<file path="src/rtl/ps2_transmitter_if.sv">
// Host-side bundle for the PS/2 transmitter: byte request handshake, status pulses
// and the raw line levels / pull-low enables of the open-drain PS/2 pads.
interface ps2_transmitter_if;
    logic [7:0] tx_data;
    logic       tx_start;
    logic       tx_busy;
    logic       tx_done;
    logic       tx_error;
    logic       ps2_clock_in;
    logic       ps2_data_in;
    logic       ps2_clock_oe;
    logic       ps2_data_oe;

    // Master is the command source plus the pad side that returns line levels.
    modport master (
        output tx_data,
        output tx_start,
        output ps2_clock_in,
        output ps2_data_in,
        input  tx_busy,
        input  tx_done,
        input  tx_error,
        input  ps2_clock_oe,
        input  ps2_data_oe
    );

    modport slave (
        input  tx_data,
        input  tx_start,
        input  ps2_clock_in,
        input  ps2_data_in,
        output tx_busy,
        output tx_done,
        output tx_error,
        output ps2_clock_oe,
        output ps2_data_oe
    );
endinterface

</file>
<file path="src/rtl/ps2_transmitter.sv">
// Host-to-device PS/2 command transmitter (inhibit, request, 11 device clocks, ack).
// Optional macro PS2_TX_ACK_CHECK_EN turns a high ack bit into a tx_error abort.
module ps2_transmitter #(
    parameter int INHIBIT_CYCLES = 5000,
    parameter int TIMEOUT_CYCLES = 1000000,
    parameter int CNT_W          = 20
) (
    input  logic             clock,
    input  logic             reset,
    ps2_transmitter_if.slave bus
);

    typedef enum logic [2:0] {
        IDLE,
        INHIBIT,
        REQ,
        DATA,
        ACK,
        DONE
    } state_t;

    localparam logic [CNT_W-1:0] INHIBIT_LAST = CNT_W'(INHIBIT_CYCLES - 1);
    localparam logic [CNT_W-1:0] TIMEOUT_LAST = CNT_W'(TIMEOUT_CYCLES - 1);
    localparam logic [CNT_W-1:0] CNT_MAX      = {CNT_W{1'b1}};
    localparam logic [3:0]       PARITY_IDX   = 4'd8;
    localparam logic [3:0]       STOP_IDX     = 4'd9;

    state_t           state;
    state_t           next_state;
    logic [CNT_W-1:0] counter;
    logic [CNT_W-1:0] next_counter;
    logic [CNT_W-1:0] counter_inc;
    logic [3:0]       bit_idx;
    logic [3:0]       next_bit_idx;
    logic [9:0]       shift_reg;
    logic [9:0]       next_shift_reg;
    logic             done_pulse;
    logic             next_done_pulse;
    logic             error_pulse;
    logic             next_error_pulse;

    logic             clk_meta;
    logic             clk_sync;
    logic             clk_prev;
    logic             data_meta;
    logic             data_sync;
    logic             fall;
    logic             timed_out;

    // Two-flop synchronisers; reset to the idle (released, high) line level.
    always_ff @(posedge clock) begin
        if (!reset) begin
            clk_meta  <= 1'b1;
            clk_sync  <= 1'b1;
            clk_prev  <= 1'b1;
            data_meta <= 1'b1;
            data_sync <= 1'b1;
        end else begin
            clk_meta  <= bus.ps2_clock_in;
            clk_sync  <= clk_meta;
            clk_prev  <= clk_sync;
            data_meta <= bus.ps2_data_in;
            data_sync <= data_meta;
        end
    end

    assign fall        = clk_prev & ~clk_sync;
    assign counter_inc = (counter == CNT_MAX) ? counter : counter + CNT_W'(1);
    assign timed_out   = (counter >= TIMEOUT_LAST);

    always_ff @(posedge clock) begin
        if (!reset) begin
            state       <= IDLE;
            counter     <= '0;
            bit_idx     <= '0;
            shift_reg   <= '0;
            done_pulse  <= 1'b0;
            error_pulse <= 1'b0;
        end else begin
            state       <= next_state;
            counter     <= next_counter;
            bit_idx     <= next_bit_idx;
            shift_reg   <= next_shift_reg;
            done_pulse  <= next_done_pulse;
            error_pulse <= next_error_pulse;
        end
    end

    // A device fall is checked before the timeout so a late-but-valid edge still counts.
    always_comb begin
        next_state       = state;
        next_counter     = counter;
        next_bit_idx     = bit_idx;
        next_shift_reg   = shift_reg;
        next_done_pulse  = 1'b0;
        next_error_pulse = 1'b0;

        case (state)
            IDLE: begin
                next_counter = '0;
                next_bit_idx = '0;
                if (bus.tx_start) begin
                    next_shift_reg = {1'b1, ~^bus.tx_data, bus.tx_data};
                    next_state     = INHIBIT;
                end
            end

            INHIBIT: begin
                if (counter >= INHIBIT_LAST) begin
                    next_counter = '0;
                    next_state   = REQ;
                end else begin
                    next_counter = counter_inc;
                end
            end

            REQ: begin
                if (fall) begin
                    next_counter = '0;
                    next_bit_idx = '0;
                    next_state   = DATA;
                end else if (timed_out) begin
                    next_counter     = '0;
                    next_error_pulse = 1'b1;
                    next_state       = IDLE;
                end else begin
                    next_counter = counter_inc;
                end
            end

            DATA: begin
                if (fall) begin
                    next_counter = '0;
                    if (bit_idx == PARITY_IDX) begin
                        next_bit_idx = STOP_IDX;
                        next_state   = ACK;
                    end else begin
                        next_bit_idx = bit_idx + 4'd1;
                    end
                end else if (timed_out) begin
                    next_counter     = '0;
                    next_error_pulse = 1'b1;
                    next_state       = IDLE;
                end else begin
                    next_counter = counter_inc;
                end
            end

            ACK: begin
                if (fall) begin
                    next_counter = '0;
`ifdef PS2_TX_ACK_CHECK_EN
                    if (data_sync) begin
                        next_error_pulse = 1'b1;
                        next_state       = IDLE;
                    end else begin
                        next_state = DONE;
                    end
`else
                    next_state = DONE;
`endif
                end else if (timed_out) begin
                    next_counter     = '0;
                    next_error_pulse = 1'b1;
                    next_state       = IDLE;
                end else begin
                    next_counter = counter_inc;
                end
            end

            DONE: begin
                if (clk_sync && data_sync) begin
                    next_counter    = '0;
                    next_done_pulse = 1'b1;
                    next_state      = IDLE;
                end else if (timed_out) begin
                    next_counter     = '0;
                    next_error_pulse = 1'b1;
                    next_state       = IDLE;
                end else begin
                    next_counter = counter_inc;
                end
            end

            default: begin
                next_counter = '0;
                next_state   = IDLE;
            end
        endcase
    end

    // Start bit in REQ is a pull-low; data bits pull low only for a 0.
    always_comb begin
        bus.ps2_clock_oe = (state == INHIBIT);
        bus.ps2_data_oe  = 1'b0;
        case (state)
            REQ:     bus.ps2_data_oe = 1'b1;
            DATA:    bus.ps2_data_oe = ~shift_reg[bit_idx];
            default: bus.ps2_data_oe = 1'b0;
        endcase
    end

    assign bus.tx_busy  = (state != IDLE);
    assign bus.tx_done  = done_pulse;
    assign bus.tx_error = error_pulse;

endmodule

</file>
<file path="src/flat_wrapper.sv">
// flat-port wrapper written by rule: the top's interface ports become plain ports
module ps2_transmitter_flat 
#(
    parameter int INHIBIT_CYCLES = 5000,
    parameter int TIMEOUT_CYCLES = 1000000,
    parameter int CNT_W          = 20
)
  (clock, reset, bus_tx_data, bus_tx_start, bus_ps2_clock_in, bus_ps2_data_in, bus_tx_busy, bus_tx_done, bus_tx_error, bus_ps2_clock_oe, bus_ps2_data_oe);
  ps2_transmitter_if bus_i ();
  input  logic clock;
  input  logic reset;
  input wire logic [$bits(bus_i.tx_data)-1:0] bus_tx_data;
  input wire logic [$bits(bus_i.tx_start)-1:0] bus_tx_start;
  input wire logic [$bits(bus_i.ps2_clock_in)-1:0] bus_ps2_clock_in;
  input wire logic [$bits(bus_i.ps2_data_in)-1:0] bus_ps2_data_in;
  output wire logic [$bits(bus_i.tx_busy)-1:0] bus_tx_busy;
  output wire logic [$bits(bus_i.tx_done)-1:0] bus_tx_done;
  output wire logic [$bits(bus_i.tx_error)-1:0] bus_tx_error;
  output wire logic [$bits(bus_i.ps2_clock_oe)-1:0] bus_ps2_clock_oe;
  output wire logic [$bits(bus_i.ps2_data_oe)-1:0] bus_ps2_data_oe;
  assign bus_i.tx_data = bus_tx_data;
  assign bus_i.tx_start = bus_tx_start;
  assign bus_i.ps2_clock_in = bus_ps2_clock_in;
  assign bus_i.ps2_data_in = bus_ps2_data_in;
  assign bus_tx_busy = bus_i.tx_busy;
  assign bus_tx_done = bus_i.tx_done;
  assign bus_tx_error = bus_i.tx_error;
  assign bus_ps2_clock_oe = bus_i.ps2_clock_oe;
  assign bus_ps2_data_oe = bus_i.ps2_data_oe;
  ps2_transmitter #(.INHIBIT_CYCLES(INHIBIT_CYCLES), .TIMEOUT_CYCLES(TIMEOUT_CYCLES), .CNT_W(CNT_W)) u_core (.clock(clock), .reset(reset), .bus(bus_i));
endmodule
</file>
<file path="config.mk">
export PLATFORM = sky130hd
export DESIGN_NAME = ps2_transmitter_flat
export DESIGN_NICKNAME = d
export VERILOG_FILES = /design/src/rtl/ps2_transmitter_if.sv /design/src/rtl/ps2_transmitter.sv /design/src/flat_wrapper.sv
export SDC_FILE = /design/constraint.sdc
export NUM_CORES = 1
export LEC_CHECK = 0
export CAP_MARGIN = 20
export CELL_PAD_IN_SITES_DETAIL_PLACEMENT = 0
export CELL_PAD_IN_SITES_GLOBAL_PLACEMENT = 1
export CORE_MARGIN = 5
export CORE_UTILIZATION = 47
export DETAILED_ROUTE_END_ITERATION = 7
export PLACE_DENSITY_LB_ADDON = 0.1
export SYNTH_ARGS = -nofsm -noshare
export SYNTH_HDL_FRONTEND = slang
export SYNTH_SLANG_ARGS = --single-unit
export TNS_END_PERCENT = 10
</file>
<file path="constraint.sdc">
create_clock -name clock -period 4.87 [get_ports clock]
set_input_delay 0.487 -clock clock [delete_from_list [all_inputs] [get_ports clock]]
set_output_delay 0.487 -clock clock [all_outputs]
set_load 0.005 [all_outputs]
</file>
# Word-level counts from Yosys, hierarchy flattened

Cells that the tools add are included.

Add/subtract/negate cells: 2
Magnitude comparators: 3
Equality and inequality tests: 12
Multiplexer cells: 27
Bitwise gates (word level): 3
Reduce and logical (&&, ||, !) cells: 10

Operators with widths:

| operator                                                                               | number |
|---|---|
| 20-bit 2-to-1 mux                                                                      | 5 |
| 20-bit case mux with 3 select lines                                                    | 1 |
| 3-bit 2-to-1 mux                                                                       | 8 |
| 20-bit by 1-bit adder with 20-bit output (second input constant)                       | 1 |
| 20-bit == test (second input constant)                                                 | 1 |
| 20-bit by 13-bit greater-or-equal comparator with 1-bit output (second input constant) | 1 |
| 20-bit greater-or-equal comparator (second input constant)                             | 1 |
| 3-bit case mux with 6 select lines                                                     | 1 |
| 4-bit 2-to-1 mux                                                                       | 3 |
| 4-bit case mux with 3 select lines                                                     | 1 |
| 8-bit XNOR reduction                                                                   | 1 |
| 3-bit by 2-bit == test with 1-bit output (second input constant)                       | 2 |
| 3-bit == test (second input constant)                                                  | 2 |
| 2-bit by 1-bit inequality test with 1-bit output (second input constant)               | 3 |
| 3-bit AND reduction                                                                    | 2 |
| 3-bit nonzero test                                                                     | 2 |
| 4-bit by 5-bit < comparator with 1-bit output (second input constant)                  | 1 |
| 1-bit 2-to-1 mux                                                                       | 5 |
| 4-bit by 1-bit adder with 4-bit output (second input constant)                         | 1 |
| 1-bit binary-select mux with 4-bit select                                              | 1 |
| 4-bit == test (second input constant)                                                  | 1 |
| 1-bit case mux with 2 select lines                                                     | 2 |
| 2-bit AND reduction                                                                    | 2 |
| 3-bit by 1-bit == test with 1-bit output (second input constant)                       | 1 |
| 7 further kinds                                                                        | 8 |

Bits in registers: 44
Output and inout port bits: 5

# Depth between registers and ports, before layout

Word-level depth: 5
Gate-level depth with buffers: 9
Depth with buffers taken out: 7

# Worst setup path before layout

Ideal clock, no wire load.

Path kind: register to output
From: reg u_core.bit_idx[0]
To: out bus_ps2_data_oe
Arrival time: 1.363 ns
Setup slack: 3.020 ns
Cell stages (with the launch flop): 5
Cells stage by stage: dfxtp_1 clkbuf_1 mux4_2 mux2i_1 o31a_1

Cells in the longest elaborated chain, start to end: 4

Ends and longest elaborated chain:

| what                                      | line                   | text |
|---|---|---|
| start, declared                           | ps2_transmitter.sv:33  | `logic [3:0] bit_idx;` |
| start signal, assigned                    | ps2_transmitter.sv:82  | `bit_idx <= next_bit_idx;` |
| 1-bit binary-select mux with 4-bit select | ps2_transmitter.sv:198 | `DATA: bus.ps2_data_oe = ~shift_reg[bit_idx];` |
| 1-bit 2-to-1 mux (not written as such)    | ps2_transmitter.sv:198 |  |
| 1-bit NOT                                 | ps2_transmitter.sv:198 |  |
| 1-bit case mux with 2 select lines        | ps2_transmitter.sv:196 | `case (state)` |
| end, declared                             | flat_wrapper.sv:20     | `output wire logic [$bits(bus_i.ps2_data_oe)-1:0] bus_ps2_data_oe;` |

No other way between the ends. The select of a mux whose other input is x is not followed.

# Final worst setup path

Ends and elaborated chain as after synthesis.

==> metrics.txt <==
shortest period the worst path allows=around 2.6 ns; CP Capture Type=primary output; DRC viols=0; Ys Warns=0; CP max stage cell=mux4_2; # fillers=456; Buf+Inv Stages, Crit Path=1; largest net degree at the start of global routing=15; sequential area share after synthesis=roughly 38%; final wirelength=~4900 um; Root Buffer=clkbuf_8; ANT nets after route=0; CTS Buffer Depth=2; syn avg cell area=approximately 8.4 um2; global-route wire length before repair=roughly 8500 um; fin cells=approximately 360; WP data required=4.38 ns; Die ar.=6470 um2; area of the multi-input gates=between 1000 and 1500 um2; hold_buf cts=0; vias in the first global route=between 1500 and 2000; placed inst area=about 2500 um2; setup TNS=0 ns; via count=just under 2000; Post-synth EDFFs=0; Lkg Pwr=approximately 0.87 nW; num ports=18; Vias/cell=5.50; Async SR Flop Fraction=0%; RD Place Congestion=0.780; Layout area overhead=13.2%; R2R cell count=7; Critical R2R Launch=u_core.counter[0]; CTS tree=built; Main synth FF type=dfxtp_1; Tot Pwr=about 770 uW; Reg area=about 900 um2; H-Tree Depth=2; grt ovf=0; Crit Path Category=reg -> out; Largest register FFs=20; Hold WC Path Type=reg -> reg; hpwl dp=approximately 3600 um; commonest non-fill, non-tap cell in the layout=dfxtp_1; Pwr Density=between 200 and 300 nW/um2; Iter 0 DRT Violations=approximately 120; Starting Density=between 40% and 50%; Final Setup Violations=0; Post-CTS Setup Bufs=0; Slew HR=a little over three fifths; Core Box Area=around 4800 um2; Post-CTS Resized=0; MaxCap Viol Count=0; diode count=0; worst reg2reg endpoint=u_core.counter[19]; setup slack, reg-to-reg=between 2 and 3 ns; total global-route track usage=~17%; worst hold path endpoint=u_core.clk_sync; Yosys reg bits=44; Pins Over Slew Limit=0; Num CTS Buffers=5; Final Instance Area=2640 um2; status=completed; commonest cells after routing, fill and taps aside=44 x dfxtp_1, 34 x nand2_1, 28 x a21oi_1, 24 x nor2_1, 17 x clkdlybuf4s50_1; I/O Buffers=17; Die X=between 80 and 90 um; critical path's top delay family=multiplexers; CTS sink cnt=between 40 and 50; final hold vios=0; syn nets=294; RSZ-0062 raised after global routing=no; fin crit share=about 54%; Startpoint Class=flop; actual slew at the worst max-slew pin=between 0.5 and 0.6 ns; crit path max fanout=8; Worst-Skew Late Latency=0.29 ns; hold depth=1; synth unique cells=55; drt pass-1 iters=4; drt wl/cell=between 10 and 15 um; critical-path cell list=mux4_2, mux2i_1, o31a_1, clkdlybuf4s50_1; placement row count=25; placed instance count=around 350; Peak VDD IR=slightly below 0.0002 V; layout cells sized above 1=9.66%; Hold Startpoint=u_core.clk_meta; WP data arrival=~2.2 ns; Cell Area, Synth=between 2000 and 2500 um2; clock transition at the registers of the reported paths=0.08 ns; f_max=roughly 380 MHz; slowest stage delay, CP=approximately 0.57 ns; initial antenna violation count=0; Final Skew=between 0.006 and 0.007 ns; Die Span Y=approximately 80 um; Cells after Synth=around 280; Layout Nets=305
## worst max path at each step
| stage | end | cells past startpoint | startpoint | slack [ns] |
|---|---|---|---|---|
| 2_1_floorplan | bus_ps2_data_oe | 4 | u_core.bit_idx[0] | 3.02 |
| 3_3_place_gp | u_core.counter[0] | 5 | reset | 2.30 |
| 3_5_place_dp | u_core.counter[5] | 6 | reset | 2.49 |
| 4_1_cts | bus_ps2_data_oe | 4 | u_core.bit_idx[0] | 2.19 |
| 5_1_grt | bus_ps2_data_oe | 4 | u_core.bit_idx[0] | 2.08 |
| 6_report | bus_ps2_data_oe | 4 | u_core.bit_idx[0] | 2.22 |
## final cells by class
cell class                      count  area share [%]
Clock buffer                        6            2.75
Sequential cell                    44            33.4
Multi-Input combinational cell    212            51.2
Tap cell                           67            3.18
Inverter                            8            1.14
Timing Repair Buffer               18            7.02
Clock inverter                      2            1.33
## kinds of logic after synthesis
kind of cell | after synthesis | share of synthesized area (%)
and+or+nand+nor | 124 | 28.2
AOI/OAI and AO/OA | 63 | 18.0
DFF | 44 | 37.8
buffers and inverters | 22 | 4.56
xor gates and xnor gates | 14 | 5.26
muxes | 8 | 4.56
adders and majority gates | 3 | 1.61
## worst register-to-register path: cells and delay by family, from the launching register on
kind	cells	cell delay, ns
DFF	1	0.42
adders and majority gates	1	0.26
and+or+nand+nor	1	0.17
AOI/OAI and AO/OA	4	0.98
buffers and inverters	1	0.23
## cells in the mapped netlist (5+ instances only)
| library cell | instances | area [um2] |
|---|---|---|
| nor2_1 | 24 | 90.1 |
| xor2_1 | 6 | 52.6 |
| nand2b_1 | 9 | 56.3 |
| mux2i_1 | 5 | 50.1 |
| nand2_1 | 34 | 128 |
| dfxtp_1 | 44 | 881 |
| inv_1 | 7 | 26.3 |
| o21ai_0 | 6 | 30.0 |
| nor3_1 | 8 | 40.0 |
| nand3_1 | 13 | 65.1 |
| o211ai_1 | 5 | 37.5 |
| buf_2 | 6 | 30.0 |
| nand4_1 | 5 | 31.3 |
| a21oi_1 | 28 | 140 |
| xnor2_1 | 8 | 70.1 |
| a211oi_2 | 6 | 75.1 |
## report_power, final
part           internal [mW]  leakage (nW)  total [mW]  switching (mW)
Combinational         0.0506         0.459       0.106          0.0554
Clock                  0.152        0.0552       0.275           0.123
Sequential             0.373         0.358       0.387          0.0135
## metal layers
| layer | share of wire [%] | vias to the layer above | track usage [%] |
|---|---|---|---|
| met2 | 41 | 39 | 23.4 |
| met4 | 1.1 | 0 | 5.57 |
| met1 | 54 | 899 | 25.2 |
| li1 | - | 1022 | - |
| met5 | 0 | - | 0 |
| met3 | 4.5 | 5 | 3.92 |
## metrics by stage
stage,utilization (%),hold slack (ns),setup slack (ns)
after CTS,55.5,0.424,2.19
after floorplan,-,0.386,3.02
after detailed placement,53.2,0.399,2.49
final,55.5,0.419,2.22
after global placement,52.9,0.392,2.30
after global routing,55.5,0.454,2.08
Power figures use the tool's default switching activity.
